$ cat src/rtl/countervar_pkg.sv
// Shared types, constants and helpers for the countervar loadable down-counter.
package countervar_pkg;

   // Counter lifecycle: idle after reset, armed by a non-zero load,
   // running once the first decrement happens, done after a stop at zero.
   typedef enum logic [1:0] {
      ST_IDLE  = 2'd0,
      ST_ARMED = 2'd1,
      ST_RUN   = 2'd2,
      ST_DONE  = 2'd3
   } state_t;

   // Default count width used when the instantiating level does not override it.
   localparam int DEFAULT_WIDTH = 4;

   // Widest count the parity helper is able to fold.
   localparam int PARITY_MAX_WIDTH = 64;

   // Parity of a count value; narrower counts are zero-extended by the caller,
   // which leaves the XOR reduction unchanged.
   function automatic logic parity(input logic [PARITY_MAX_WIDTH-1:0] value);
      return ^value;
   endfunction

endpackage : countervar_pkg

$ cat src/rtl/countervar_load_edge.sv
// Falling-edge detector for the active-low load strobe. A strobe held low
// produces a single event; the history flop restarts at 1 so that a strobe
// already low when reset releases is still seen as a fresh load.
module countervar_load_edge (
   input  logic clk_50,
   input  logic reset,
   input  logic load_1,
   output logic load_evt
);

   logic load_hist;

   // Remember the strobe level seen on the previous rising edge.
   always_ff @(posedge clk_50) begin
      if (reset) begin
         load_hist <= 1'b1;
      end else begin
         load_hist <= load_1;
      end
   end

   // The event is visible in the same cycle the strobe is first low, so the
   // consumer captures count_in on the very edge that samples the strobe.
   assign load_evt = load_hist & ~load_1;

endmodule : countervar_load_edge

$ cat src/rtl/countervar_loadable.sv
// Loadable down-counter: captures a value on a load strobe, counts it down
// while enabled, pulses done at terminal and either stops at zero or reloads
// the captured value and keeps running.
module countervar_loadable
   import countervar_pkg::*;
#(
   parameter int WIDTH       = DEFAULT_WIDTH,
   parameter bit AUTO_RELOAD = 1'b0
) (
   input  logic             clk_50,
   input  logic             reset,
   input  logic             load_1,
   input  logic [WIDTH-1:0] count_in,
   input  logic             enable,
   output logic [WIDTH-1:0] count_out,
   output logic             load_ack,
   output logic             done,
   output logic             busy,
   output logic             parity_out
);

   localparam logic [WIDTH-1:0] ONE  = WIDTH'(1);
   localparam logic [WIDTH-1:0] ZERO = '0;

   state_t           state;
   state_t           state_next;
   logic [WIDTH-1:0] count_next;
   logic [WIDTH-1:0] reload_reg;
   logic [WIDTH-1:0] reload_next;
   logic             load_ack_next;
   logic             done_next;
   logic             load_evt;

   countervar_load_edge u_load_edge (
      .clk_50   (clk_50),
      .reset    (reset),
      .load_1   (load_1),
      .load_evt (load_evt)
   );

   // Register the FSM state together with the count, the reload copy and the
   // two single-cycle status pulses; reset wins over everything.
   always_ff @(posedge clk_50) begin
      if (reset) begin
         state      <= ST_IDLE;
         count_out  <= ZERO;
         reload_reg <= ZERO;
         load_ack   <= 1'b0;
         done       <= 1'b0;
      end else begin
         state      <= state_next;
         count_out  <= count_next;
         reload_reg <= reload_next;
         load_ack   <= load_ack_next;
         done       <= done_next;
      end
   end

   // Next-state and datapath decisions. A load always beats counting, which
   // is what suppresses done when a load lands on the terminal edge. The
   // count is never below one while armed or running, so the terminal branch
   // is the only way to reach zero and the decrement cannot wrap.
   always_comb begin
      state_next    = state;
      count_next    = count_out;
      reload_next   = reload_reg;
      load_ack_next = 1'b0;
      done_next     = 1'b0;

      if (load_evt) begin
         count_next    = count_in;
         reload_next   = count_in;
         load_ack_next = 1'b1;
         state_next    = (count_in != ZERO) ? ST_ARMED : ST_IDLE;
      end else begin
         case (state)
            ST_ARMED, ST_RUN: begin
               if (enable) begin
                  if (count_out > ONE) begin
                     count_next = count_out - ONE;
                     state_next = ST_RUN;
                  end else begin
                     done_next = 1'b1;
                     if (AUTO_RELOAD) begin
                        count_next = reload_reg;
                        state_next = ST_RUN;
                     end else begin
                        count_next = ZERO;
                        state_next = ST_DONE;
                     end
                  end
               end
            end
            ST_DONE: begin
               count_next = ZERO;
            end
            default: begin
            end
         endcase
      end
   end

   assign busy       = (state == ST_ARMED) || (state == ST_RUN);
   assign parity_out = parity(PARITY_MAX_WIDTH'(count_out));

endmodule : countervar_loadable

$ cat config.mk
export PLATFORM = sky130hd
export DESIGN_NAME = countervar_loadable
export DESIGN_NICKNAME = d
export VERILOG_FILES = /design/src/rtl/countervar_pkg.sv /design/src/rtl/countervar_load_edge.sv /design/src/rtl/countervar_loadable.sv
export SDC_FILE = /design/constraint.sdc
export NUM_CORES = 1
export LEC_CHECK = 0
export ABC_CLOCK_PERIOD_IN_PS = 1320
export BUFFER_PORTS_ARGS = -buffer_cell sky130_fd_sc_hd__clkbuf_2
export CAP_MARGIN = 10
export CORE_AREA = 5 5 42 44
export DETAILED_ROUTE_END_ITERATION = 12
export DIE_AREA = 0 0 47 49
export HOLD_SLACK_MARGIN = 0.12
export PLACE_DENSITY = 0.69
export REMOVE_ABC_BUFFERS = 1
export SLEW_MARGIN = 20
export SYNTH_ARGS = -nofsm -noshare
export SYNTH_HDL_FRONTEND = slang
export SYNTH_HIERARCHICAL = 1
export SYNTH_SLANG_ARGS = --single-unit
$ cat constraint.sdc
create_clock -name clk_50 -period 1.32 [get_ports clk_50]
set_input_delay 0.132 -clock clk_50 [delete_from_list [all_inputs] [get_ports clk_50]]
set_output_delay 0.132 -clock clk_50 [all_outputs]
set_load 0.01 [all_outputs]
==> impl_results.md <==
- Reg2Reg Depth: 4
- LEAKAGE: 0.0003470 uW
- Final wirelength: 1.435 mm
- Worst Hold End: count_out[3]$_SDFFE_PP0P_
- Commonest register cell after synthesis: dfxtp_1
- Tcrit/Tclk final: 101.9%
- Die width: 47 um
- # diodes: 0
- Core Region: 0.001401 mm2
- Worst hold start: count_in[3]
- Synthesized area per cell: 9.272 um2
- CTS H-tree depth: 1
- Drc violations: 0
- Synthesis-stage register bit count: 9
- Worst-path cell chain: ha_4 -> mux2i_4 -> a32oi_1 -> o32ai_1
- Setup WS post-layout: -0.02543 ns
- Largest net degree at the start of global routing: 11
- CTS tree: yes
- Worst Path Required: 1.47 ns
- Wire per inst: 14.21 um
- Skew-Pair Late Insertion Delay: 0.26 ns
- Ys Warns: 6
- Gr ovfl total: 0
- Clock sink count: 9
- First-pass GRT wire length: 2.132 mm
- P per Cell Area: 1252 mW/mm2
- Placement-stage cell area: 666.9 um2
- Number of fill cells in the layout: 130
- Initial DRC Count: 7
- Initial Util: 37.05%
- RePlAce Congestion: 0.7597
- Overall global routing resource usage: 12.34%
- Failing checks: setup timing
- Clock Skews: 0.003459 ns
- Critical Path Max Stage Delay: 0.34 ns
- Nature of the critical path endpoint: register
- Hold_ws: 0.1740 ns
- IO Pins: 16
- NumNets Final: 98
- DR vias/cell: 5.436
- FF-to-FF End: count_out[2]$_SDFFE_PP0P_
- Initial antenna violation count: 0
- Overall Power: 1023 uW
- EDFF count, synth: 0
- Final antenna-violating net count: 0
- Post-synth ARST share: 0%
- Router iterations before antenna repair: 4
- DP HPWL: 971.6 um
- Layout cells sized above 1: 65.88%
- Min-Delay Path Depth: 3
- Final setup fails: 2
- Max Cap Violations: 0
- VDD IR max: 0.0008288 V
- Type of the worst setup path: reg -> reg
- HP Class: in -> reg
- Clock period minus worst slack: 1.345 ns
- CP Launch Type: register
- Vias in the first global route: 531
- Fin. max-slew vios: 0
- PortBufs: 15
- Total die area: 0.002303 mm2
- Post-route cell area: 817.0 um2
- Most common cell after layout, fill and taps aside: clkbuf_2
- R2r setup slk: -0.03 ns
- Die Y: 49 um
- Commonest cells after routing, fill and taps aside: clkbuf_2 (14), buf_4 (11), dfxtp_2 (6)
- Relative slew margins: 81.83%
- FP Rows: 14
- CP Max Fanout: 4
- RSZ-0062 raised after global routing: yes
- Worst Tran Pin Value: 0.2723 ns
- Crit path DAT: 1.50 ns
- Yosys cell types: 26
- CP max-delay cell: dfxtp_2
- P&R area growth vs syn: 57.35%
- Synthesized instance count: 56
- Deepest clock path buffer count: 2
- Seq/Total Area, Yosys: 34.70%
- Max frequency: 743.3 MHz
- Via count: 549
- CTS Buf Count: 3
- Clock transition at path regs: 0.06 ns
- FF-to-FF Start: state[1]$_SDFFE_PP0P_
- Clk root buf: clkbuf_4
- Hold Vio Cnt, Final: 0
- Cell area after synthesis: 519.2 um2
- Outcome: finished with violations
[cells by family after synthesis]
group,after synthesis,synth area share (%)
compound gates,16,26.27
xor+xnor,1,1.687
buf+inv,9,7.952
fa+ha+maj,4,9.639
flops,9,34.70
mux,2,4.096
simple gates,15,15.67
[how the worst max path moves through the flow]
| stage | from | to | slack [ns] | cells after the start |
|---|---|---|---|---|
| 3_5_place_dp | state[0]$_SDFFE_PP0P_ | count_out[1]$_SDFFE_PP0P_ | -0.12 | 4 |
| 3_3_place_gp | state[0]$_SDFFE_PP0P_ | count_out[0]$_SDFFE_PP0P_ | -0.1 | 4 |
| 4_1_cts | count_out[0]$_SDFFE_PP0P_ | parity_out | -0.02 | 4 |
| 5_1_grt | state[1]$_SDFFE_PP0P_ | count_out[2]$_SDFFE_PP0P_ | -0.08 | 4 |
| 6_report | state[1]$_SDFFE_PP0P_ | count_out[2]$_SDFFE_PP0P_ | -0.03 | 4 |
| 2_1_floorplan | state[0]$_SDFFE_PP0P_ | count_out[0]$_SDFFE_PP0P_ | -0.07 | 4 |
[critical path: cells and delay by family (launching register included)]
kind	cells	cell delay [ns]
DFF	1	0.34
AOI/OAI and AO/OA	2	0.33
adders and majority gates	1	0.31
muxes	1	0.28
[cells in the mapped netlist (2+ instances only)]
master	n	area, um2
nor4_1	2	12.51
nor2_1	2	7.510
a32oi_1	5	43.79
nand2_1	2	7.510
nor3_1	4	20.02
inv_1	7	26.28
a21oi_1	2	10.01
dfxtp_1	9	180.2
o32ai_1	2	17.52
a211oi_1	2	15.01
ha_1	4	50.05
[area by class of cell]
class                      instances  area (um2)  share of cell area, %
tap                               16       20.02                  2.450
multi-input combinational         38       389.1                  47.63
clock buffer                       4       26.28                  3.216
sequential                         9       187.7                  22.97
inverter                           7       26.28                  3.216
timing repair buffer              27       167.7                  20.52
[power by group]
group / internal [uW] / switching [uW] / total, uW / leakage (uW)
logic: 256 / 233 / 489 / 0.000256
clock network: 116 / 96.1 / 213 / 0.0000150
registers: 303 / 18.4 / 321 / 0.0000763
[metal layers]
metal | track usage, % | vias up | routed length (um)
li1 | - | 269 | -
met2 | 21.72 | 10 | 827
met5 | 0 | - | 0
met4 | 4.147 | 0 | 19
met3 | 2.214 | 2 | 48
met1 | 14.13 | 268 | 539
[state kept, by name, summed over array words and instances (netlist names)]
register / count
u_load_edge/load_hist: 1
done: 1
count_out: 4
load_ack: 1
state: 2
[metrics by stage]
step                      instances  utilization, %  setup slack [ns]  setup TNS, ns
after global placement           94           47.59          -0.09839        -0.2735
final                           101           58.30          -0.02543       -0.03078
after global routing            101           58.30          -0.08378        -0.3520
after detailed placement         94           47.59           -0.1185        -0.4325
after floorplan                  54               -          -0.06701        -0.2624
after CTS                       101           55.54          -0.01864       -0.02965
[repair_timing]
item | 4_1_cts | 5_1_grt
setup buffers | 2 | 0
hold buffers | 1 | 0
cloned | 0 | 0
hold endpoints to repair | 1 | 0
gates resized for setup | 16 | 9
endpoints found under the setup margin | 7 | 6
pin swaps | 7 | 5
Power figures use the tool's default switching activity.
